**config.mk**
```make
export PLATFORM = sky130hd
export DESIGN_NAME = lsu_byte_master_flat
export DESIGN_NICKNAME = d
export VERILOG_FILES = /design/src/rtl/mem_pkg.sv /design/src/rtl/lsu_byte_master_if.sv /design/src/rtl/lsu_byte_master.sv /design/src/flat_wrapper.sv
export SDC_FILE = /design/constraint.sdc
export NUM_CORES = 1
export LEC_CHECK = 0
export ABC_AREA = 0
export ABC_CLOCK_PERIOD_IN_PS = 8000
export CAP_MARGIN = 20
export CORE_ASPECT_RATIO = 0.9
export CORE_MARGIN = 3
export CORE_UTILIZATION = 53
export CTS_CLUSTER_SIZE = 25
export DETAILED_ROUTE_END_ITERATION = 6
export GPL_TIMING_DRIVEN = 0
export PLACE_DENSITY = 0.86
export SYNTH_ARGS = -nofsm -noshare
export SYNTH_HDL_FRONTEND = slang
export SYNTH_SLANG_ARGS = --single-unit
```
**constraint.sdc**
```tcl
create_clock -name clk -period 8 [get_ports clk]
set_clock_uncertainty 0.15 [all_clocks]
set_input_delay 1.6 -clock clk [delete_from_list [all_inputs] [get_ports clk]]
set_output_delay 1.6 -clock clk [all_outputs]
set_load 0.1 [all_outputs]
```
**src/rtl/mem_pkg.sv**
```systemverilog
// Shared types and defaults for the byte-serial load/store master.
package mem_pkg;
  typedef enum logic [1:0] {IDLE = 2'd0, RD = 2'd1, WR = 2'd2, DONE = 2'd3} state_e;

  localparam int ADDR_W_DEF      = 7;
  localparam int BYTES_PER_WORD  = 4;
  localparam int ACK_TIMEOUT_DEF = 15;
endpackage

```
**src/rtl/lsu_byte_master_if.sv**
```systemverilog
// Pipeline request/response and byte-wide memory bus of the LSU.
interface lsu_byte_master_if #(parameter int ADDR_W = mem_pkg::ADDR_W_DEF);
  logic              req_valid;
  logic              req_write;
  logic [ADDR_W-1:0] req_addr;
  logic [31:0]       req_wdata;
  logic              req_ready;
  logic              stall;
  logic              rsp_valid;
  logic [31:0]       rsp_rdata;
  logic              rsp_err;
  logic              mem_re;
  logic              mem_we;
  logic [ADDR_W-1:0] mem_addr;
  logic [7:0]        mem_wdata;
  logic              mem_ack;
  logic [7:0]        mem_rdata;

  modport master (
    input  req_valid, req_write, req_addr, req_wdata, mem_ack, mem_rdata,
    output req_ready, stall, rsp_valid, rsp_rdata, rsp_err,
           mem_re, mem_we, mem_addr, mem_wdata
  );

  modport slave (
    output req_valid, req_write, req_addr, req_wdata, mem_ack, mem_rdata,
    input  req_ready, stall, rsp_valid, rsp_rdata, rsp_err,
           mem_re, mem_we, mem_addr, mem_wdata
  );
endinterface

```
**src/rtl/lsu_byte_master.sv**
```systemverilog
// Splits 32-bit loads/stores into four little-endian byte beats on an
// 8-bit memory with per-beat ack timeout.
module lsu_byte_master
  import mem_pkg::*;
#(
  parameter int ADDR_W      = ADDR_W_DEF,
  parameter int ACK_TIMEOUT = ACK_TIMEOUT_DEF
) (
  input logic               clk,
  input logic               rst,
  lsu_byte_master_if.master bus
);
  localparam int TO_W   = $clog2(ACK_TIMEOUT + 1);
  localparam int BEAT_W = $clog2(BYTES_PER_WORD);

  state_e            state_q, state_d;
  logic [ADDR_W-1:0] addr_q, addr_d;
  logic [31:0]       wdata_q, wdata_d;
  logic [31:0]       rdata_q, rdata_d;
  logic              err_q, err_d;
  logic [BEAT_W-1:0] beat_q, beat_d;
  logic [TO_W-1:0]   to_q, to_d;

  always_comb begin
    state_d = state_q;
    addr_d  = addr_q;
    wdata_d = wdata_q;
    rdata_d = rdata_q;
    err_d   = err_q;
    beat_d  = beat_q;
    to_d    = to_q;
    case (state_q)
      IDLE: begin
        if (bus.req_valid) begin
          addr_d  = bus.req_addr;
          wdata_d = bus.req_wdata;
          rdata_d = '0;
          err_d   = 1'b0;
          beat_d  = '0;
          to_d    = '0;
          state_d = bus.req_write ? WR : RD;
        end
      end
      RD, WR: begin
        if (bus.mem_ack) begin
          if (state_q == RD) rdata_d[{beat_q, 3'b000} +: 8] = bus.mem_rdata;
          beat_d = beat_q + 1'b1;
          to_d   = '0;
          if (beat_q == BEAT_W'(BYTES_PER_WORD - 1)) state_d = DONE;
        end else if (to_q == TO_W'(ACK_TIMEOUT - 1)) begin
          // Bytes never received stay zero from the clear at acceptance.
          err_d   = 1'b1;
          to_d    = '0;
          state_d = DONE;
        end else begin
          to_d = to_q + 1'b1;
        end
      end
      DONE:    state_d = IDLE;
      default: state_d = IDLE;
    endcase
  end

  always_ff @(posedge clk or posedge rst) begin
    if (rst) begin
      state_q <= IDLE;
      addr_q  <= '0;
      wdata_q <= '0;
      rdata_q <= '0;
      err_q   <= 1'b0;
      beat_q  <= '0;
      to_q    <= '0;
    end else begin
      state_q <= state_d;
      addr_q  <= addr_d;
      wdata_q <= wdata_d;
      rdata_q <= rdata_d;
      err_q   <= err_d;
      beat_q  <= beat_d;
      to_q    <= to_d;
    end
  end

  assign bus.req_ready = (state_q == IDLE);
  assign bus.stall     = (state_q != IDLE) || (bus.req_valid && state_q == IDLE);
  assign bus.rsp_valid = (state_q == DONE);
  assign bus.rsp_rdata = rdata_q;
  assign bus.rsp_err   = err_q;
  assign bus.mem_re    = (state_q == RD);
  assign bus.mem_we    = (state_q == WR);
  // Address wraps naturally at the top of memory.
  assign bus.mem_addr  = addr_q + ADDR_W'(beat_q);
  assign bus.mem_wdata = wdata_q[{beat_q, 3'b000} +: 8];
endmodule

```
**src/flat_wrapper.sv**
```systemverilog
// flat-port wrapper written by rule: the top's interface ports become plain ports
module lsu_byte_master_flat import mem_pkg::*;
#(
  parameter int ADDR_W      = ADDR_W_DEF,
  parameter int ACK_TIMEOUT = ACK_TIMEOUT_DEF
)
  (clk, rst, bus_req_valid, bus_req_write, bus_req_addr, bus_req_wdata, bus_mem_ack, bus_mem_rdata, bus_req_ready, bus_stall, bus_rsp_valid, bus_rsp_rdata, bus_rsp_err, bus_mem_re, bus_mem_we, bus_mem_addr, bus_mem_wdata);
  lsu_byte_master_if #(.ADDR_W(ADDR_W)) bus_i ();
  input logic clk;
  input logic rst;
  input wire logic [$bits(bus_i.req_valid)-1:0] bus_req_valid;
  input wire logic [$bits(bus_i.req_write)-1:0] bus_req_write;
  input wire logic [$bits(bus_i.req_addr)-1:0] bus_req_addr;
  input wire logic [$bits(bus_i.req_wdata)-1:0] bus_req_wdata;
  input wire logic [$bits(bus_i.mem_ack)-1:0] bus_mem_ack;
  input wire logic [$bits(bus_i.mem_rdata)-1:0] bus_mem_rdata;
  output wire logic [$bits(bus_i.req_ready)-1:0] bus_req_ready;
  output wire logic [$bits(bus_i.stall)-1:0] bus_stall;
  output wire logic [$bits(bus_i.rsp_valid)-1:0] bus_rsp_valid;
  output wire logic [$bits(bus_i.rsp_rdata)-1:0] bus_rsp_rdata;
  output wire logic [$bits(bus_i.rsp_err)-1:0] bus_rsp_err;
  output wire logic [$bits(bus_i.mem_re)-1:0] bus_mem_re;
  output wire logic [$bits(bus_i.mem_we)-1:0] bus_mem_we;
  output wire logic [$bits(bus_i.mem_addr)-1:0] bus_mem_addr;
  output wire logic [$bits(bus_i.mem_wdata)-1:0] bus_mem_wdata;
  assign bus_i.req_valid = bus_req_valid;
  assign bus_i.req_write = bus_req_write;
  assign bus_i.req_addr = bus_req_addr;
  assign bus_i.req_wdata = bus_req_wdata;
  assign bus_i.mem_ack = bus_mem_ack;
  assign bus_i.mem_rdata = bus_mem_rdata;
  assign bus_req_ready = bus_i.req_ready;
  assign bus_stall = bus_i.stall;
  assign bus_rsp_valid = bus_i.rsp_valid;
  assign bus_rsp_rdata = bus_i.rsp_rdata;
  assign bus_rsp_err = bus_i.rsp_err;
  assign bus_mem_re = bus_i.mem_re;
  assign bus_mem_we = bus_i.mem_we;
  assign bus_mem_addr = bus_i.mem_addr;
  assign bus_mem_wdata = bus_i.mem_wdata;
  lsu_byte_master #(.ADDR_W(ADDR_W), .ACK_TIMEOUT(ACK_TIMEOUT)) u_core (.clk(clk), .rst(rst), .bus(bus_i));
endmodule
```
==> results of run 1 <==
## cell usage in the layout (no fill, tap or decap), types with 7 or more instances in the layout
master,netlist,final
inv_1,30,29
mux4_2,8,8
mux2i_1,20,20
mux2_2,56,56
ha_1,14,14
clkdlybuf4s50_1,0,104
nand2_1,20,20
clkbuf_8,0,9
clkbuf_1,7,7
dfrtp_1,80,80
nand4_1,9,9
and3_1,9,9
nor3b_1,8,8
## logic make-up (layout without fill, tap and decap cells)
group | after synthesis | after routing | synth area share, %
buf+inv | 47 | 168 | 5.07
flops | 80 | 80 | 49.7
compound gates | 18 | 18 | 5.04
xor+xnor | 5 | 5 | 1.09
simple gates | 63 | 63 | 8.77
fa+ha+maj | 15 | 15 | 4.85
mux | 85 | 85 | 25.5
## through the flow
step,instance area (um^2),utilization (%),instances,setup slack [ps]
2_1_floorplan,4030,-,313,3190
3_3_place_gp,5180,71.8,510,2780
3_5_place_dp,5210,72.2,511,2770
4_1_cts,5410,75.0,527,2500
5_1_grt,5410,75.0,527,2310
6_report,5410,75.0,527,2550
## sequential cells by signal, summed over array words and instances (netlist names)
signal and flops:
u_core.addr_q 7, u_core.state_q 2, u_core.wdata_q 32, u_core.to_q 4, u_core.bus.rsp_err 1, u_core.bus.rsp_rdata 32
u_core.beat_q 2
## per-layer routing
metal  vias up  wire length [um]
met5         -                 0
met4         0               168
met3        14               616
met2        91              4540
met1      1410              3740
li1       1346                 -
## area by class of cell
type	instances	area share, %
inverter	30	2.13
timing repair buffer	105	19.7
clock buffer	9	2.29
clock inverter	7	1.41
tap	93	2.15
multi-input combinational	186	33.6
buffer	17	1.69
sequential	80	37.0
## worst paths after layout
| path | start | endpoint |
|---|---|---|
| worst max-delay path | u_core.beat_q[1] | bus_mem_addr[6] |
| worst min-delay path | u_core.bus.rsp_rdata[23] | u_core.bus.rsp_rdata[23] |
| min in group asynchronous | rst | u_core.bus.rsp_rdata[18] |
| worst min register to register | u_core.bus.rsp_rdata[23] | u_core.bus.rsp_rdata[23] |
| max in group asynchronous | rst | u_core.addr_q[5] |
| worst max register to register | u_core.beat_q[1] | u_core.bus.rsp_rdata[7] |
==> results.ini, run 1 <==
[setup_path]
path_buf_inv=3
critPathMaxStageDelay_ps=1150
ff2ff_path_depth=8
worstSetupPathDepth=6
worstSetupEndpointType=output pin
critPathKind=reg -> out
cp-start-kind=flip-flop
cp_cell_sequence=clkbuf_1 -> inv_1 -> fa_1 -> nor3_1 -> xor2_1 -> clkdlybuf4s50_1
critPathMaxFanout=10
cp.arrival_ps=3700
cpLargestDelayFamily=buffers and inverters
r2r_slack_ps=5060
required_ps=6250
cp_slowest_cell=clkdlybuf4s50_1

[layout]
n_fill_cell=507
antenna_cells=0
fin_nets=496
drive_above_1_share_pct=22.4
syn_to_final_growth_pct=34.5
multiInputGateArea_um2=1820
register_area_um2=2000

[clock_network]
cts_buffers=9
path_clk_slew_ps=80
ctsHoldBuffers=0
htreeDepth=3
cts_sinks=80
cts_resized=0
clkLatencyLatePin_ps=350
cts-root-buf=clkbuf_8
post_cts_buffers=0
cts.path.max_buffers=2
cts_tree=yes

[yosys]
yosys_warnings=0
dominantRegCellSynth=dfrtp_1
synthDistinctLibCells=42
synth_most_common_cell=dfrtp_1
synth_top_area_cell=dfrtp_1
ys_seq_elements=80
synth.area.top_cells=dfrtp_1 50%, mux2_2 16%, mux2i_1 5.0%
ys_seq_area_share_pct=49.7
synth-edff-count=0
synth_area_um2=4030
syn-num-nets=380
async_flop_share_pct=100
synth_top_area_share_pct=49.7
yosys-top-cells-count=80 x dfrtp_1, 56 x mux2_2, 30 x inv_1, 20 x mux2i_1, 20 x nand2_1
netlist_instances=313
syn_area_per_cell_um2=12.9

[routing]
wl_per_cell_um=17.2
drt_iter0_drc=67
routed_wl_um=9070
first_pass_iters=5
remaining_drc_errors=0
via_per_inst=5.43
postRouteAntennaNets=0
num_vias=2861

[timing]
fmaxAchievable_ghz=0.184
max_slew_margin_pct=31.3
tightestPinTransition_ps=1030
final-setup-viol-count=0
rsz0062_at_grt=false
setup_tns_ps=0
holdWs_ps=361
finalHoldViolCount=0
slew_viol_final=0
period_needed_ps=5450
fin_crit_sh_pct=68.1

[grt]
antenna_found_initial=0
grtUsageMet1_pct=27.3
met2_usage_pct=36.8
grt_util_met3_pct=6.46
grt_max_degree=53
busiest_layer=met2
grt_pass1_wl_um=14800
grt-ovfl-total=0
grt_usage_pct=22.0
grt_pass1_vias=2981

[die]
start_util_pct=55.7
dieArea_um2=8680
coreArea_um2=7220
rows=29
pin_count=105
die_x_um=97.9
fp.dieH_um=88.7

[placed_design]
place.port_buffers=104
place.gp.congestion=0.775
hpwlAfterDp_um=6890

[hold_path]
whs_path_depth=1
hp-class=reg -> reg

[flow_run]
drv_cap=0

[outcome]
status=completed

Power of run 1 is left out: the tool's default activity adds up to more than one toggle a clock period on the data nets, which glitch-free logic cannot reach.
==> run 2, diff against run 1 <==
--- a/config.mk
+++ b/config.mk
@@ -6,15 +6,15 @@
 export NUM_CORES = 1
 export LEC_CHECK = 0
 export ABC_AREA = 0
-export ABC_CLOCK_PERIOD_IN_PS = 8000
+export ABC_CLOCK_PERIOD_IN_PS = 4500
 export CAP_MARGIN = 20
 export CORE_ASPECT_RATIO = 0.9
 export CORE_MARGIN = 3
-export CORE_UTILIZATION = 53
+export CORE_UTILIZATION = 44
 export CTS_CLUSTER_SIZE = 25
 export DETAILED_ROUTE_END_ITERATION = 6
 export GPL_TIMING_DRIVEN = 0
-export PLACE_DENSITY = 0.86
+export PLACE_DENSITY = 0.76
 export SYNTH_ARGS = -nofsm -noshare
 export SYNTH_HDL_FRONTEND = slang
 export SYNTH_SLANG_ARGS = --single-unit
==> constraint.sdc (replaced) <==
create_clock -name clk -period 4.5 [get_ports clk]
set_clock_uncertainty 0.15 [all_clocks]
set_input_delay 0.9 -clock clk [delete_from_list [all_inputs] [get_ports clk]]
set_output_delay 0.9 -clock clk [all_outputs]
set_load 0.1 [all_outputs]
==> results.ini, run 2 (same netlist as run 1, synthesis figures left out) <==
[outcome]
status=completed

[grt]
grt_max_degree=48
antenna_found_initial=0
grt_pass1_wl_um=15300
grt-ovfl-total=0
grt_usage_pct=18.6
grt_pass1_vias=3028

[routing]
wl_per_cell_um=16.4
postRouteAntennaNets=0
first_pass_iters=5
drt_iter0_drc=102
remaining_drc_errors=0
routed_wl_um=9080
num_vias=2843
via_per_inst=5.14

[setup_path]
reg2reg_from=u_core.beat_q[1]
cpLargestDelayFamily=buffers and inverters
cp.arrival_ps=3200
critPathKind=reg -> out
reg2reg_to=u_core.bus.rsp_rdata[0]
required_ps=3450
critPathMaxStageDelay_ps=870
path_buf_inv=3
cp_cell_sequence=clkbuf_1 -> inv_1 -> fa_1 -> xnor2_1 -> dlygate4sd2_1
worstSetupPathDepth=5
critPathMaxFanout=10
cp-start-kind=flip-flop
cp_slowest_cell=dlygate4sd2_1
crit_path_start=u_core.beat_q[1]
r2r_slack_ps=1440
ff2ff_path_depth=8
worstSetupEndpointType=output pin

[clock_network]
cts_tree=yes
post_cts_buffers=0
cts-root-buf=clkbuf_8
clkLatencyLatePin_ps=350
cts_sinks=80
ctsHoldBuffers=0
cts_resized=5
cts_buffers=9
cts.path.max_buffers=2
htreeDepth=3
path_clk_slew_ps=80

[placed_design]
place.gp.congestion=0.765
place.port_buffers=104
hpwlAfterDp_um=6880
dp_slack_ps=53.5

[die]
pin_count=105
dieArea_um2=10300
start_util_pct=46.1
fp.dieH_um=96.7
die_x_um=107
coreArea_um2=8730
rows=32

[timing]
fmaxAchievable_ghz=0.235
slew_viol_final=0
holdWs_ps=357
max_slew_margin_pct=32.9
fin_crit_sh_pct=94.5
period_needed_ps=4250
rsz0062_at_grt=false
finalHoldViolCount=0
tightestPinTransition_ps=1000
setup_ws_ps=246
setup_tns_ps=0
final-setup-viol-count=0

[layout]
syn_to_final_growth_pct=35.5
final_cell_mix=100 x clkdlybuf4s50_1, 80 x dfrtp_1, 56 x mux2_2
fin_nets=496
antenna_cells=0
final_common_cell=clkdlybuf4s50_1
n_fill_cell=739
drive_above_1_share_pct=22.4

[flow_run]
drv_cap=0

[hold_path]
whs_path_depth=1
hold_path_end=u_core.wdata_q[20]
hp-start=u_core.wdata_q[20]
hp-class=reg -> reg

-- run 2: cell count changes in the layout (fill, tap and decap cells not counted), moves of 2 or more --
cell and change:
clkbuf_1 +2, inv_6 -2, clkinvlp_4 -2, clkdlybuf4s50_1 -4
-- run 2: worst max path at each step --
stage / end / slack (ps)
final: bus_mem_addr[2] / 250
after global routing: bus_mem_addr[2] / 60
after CTS: bus_mem_addr[4] / 60
after detailed placement: bus_mem_addr[6] / 50
after global placement: bus_mem_addr[6] / 70
after floorplan: bus_mem_addr[6] / 390
-- run 2: through the flow --
| stage | cells | util (%) | cell area, um^2 |
|---|---|---|---|
| final | 553 | 62.5 | 5450 |
| after global routing | 553 | 62.5 | 5450 |
| after CTS | 553 | 62.5 | 5450 |
| after detailed placement | 537 | 60.1 | 5250 |
| after global placement | 536 | 59.7 | 5220 |
| after floorplan | 313 | - | 4030 |
-- run 2: routing by layer --
layer  vias up  wire length, um  share of wire, %  track usage (%)
met5         -                0                 0                0
met4         0              171               1.9             5.70
met3        16              357               3.9             4.54
met2        72             4470                49             30.2
met1      1411             4080                45             24.7
li1       1344                -                 -                -
-- run 2: cell type report --
class / instances / area, um^2 / share of cell area (%)
sequential: 80 / 2000 / 36.7
timing repair buffer: 105 / 1070 / 19.6
tap: 119 / 149 / 2.73
buffer: 17 / 91.3 / 1.68
clock buffer: 11 / 131 / 2.41
inverter: 30 / 115 / 2.11
clock inverter: 5 / 78.8 / 1.45
multi-input combinational: 186 / 1820 / 33.4
Power of run 2 is left out for the same reason.
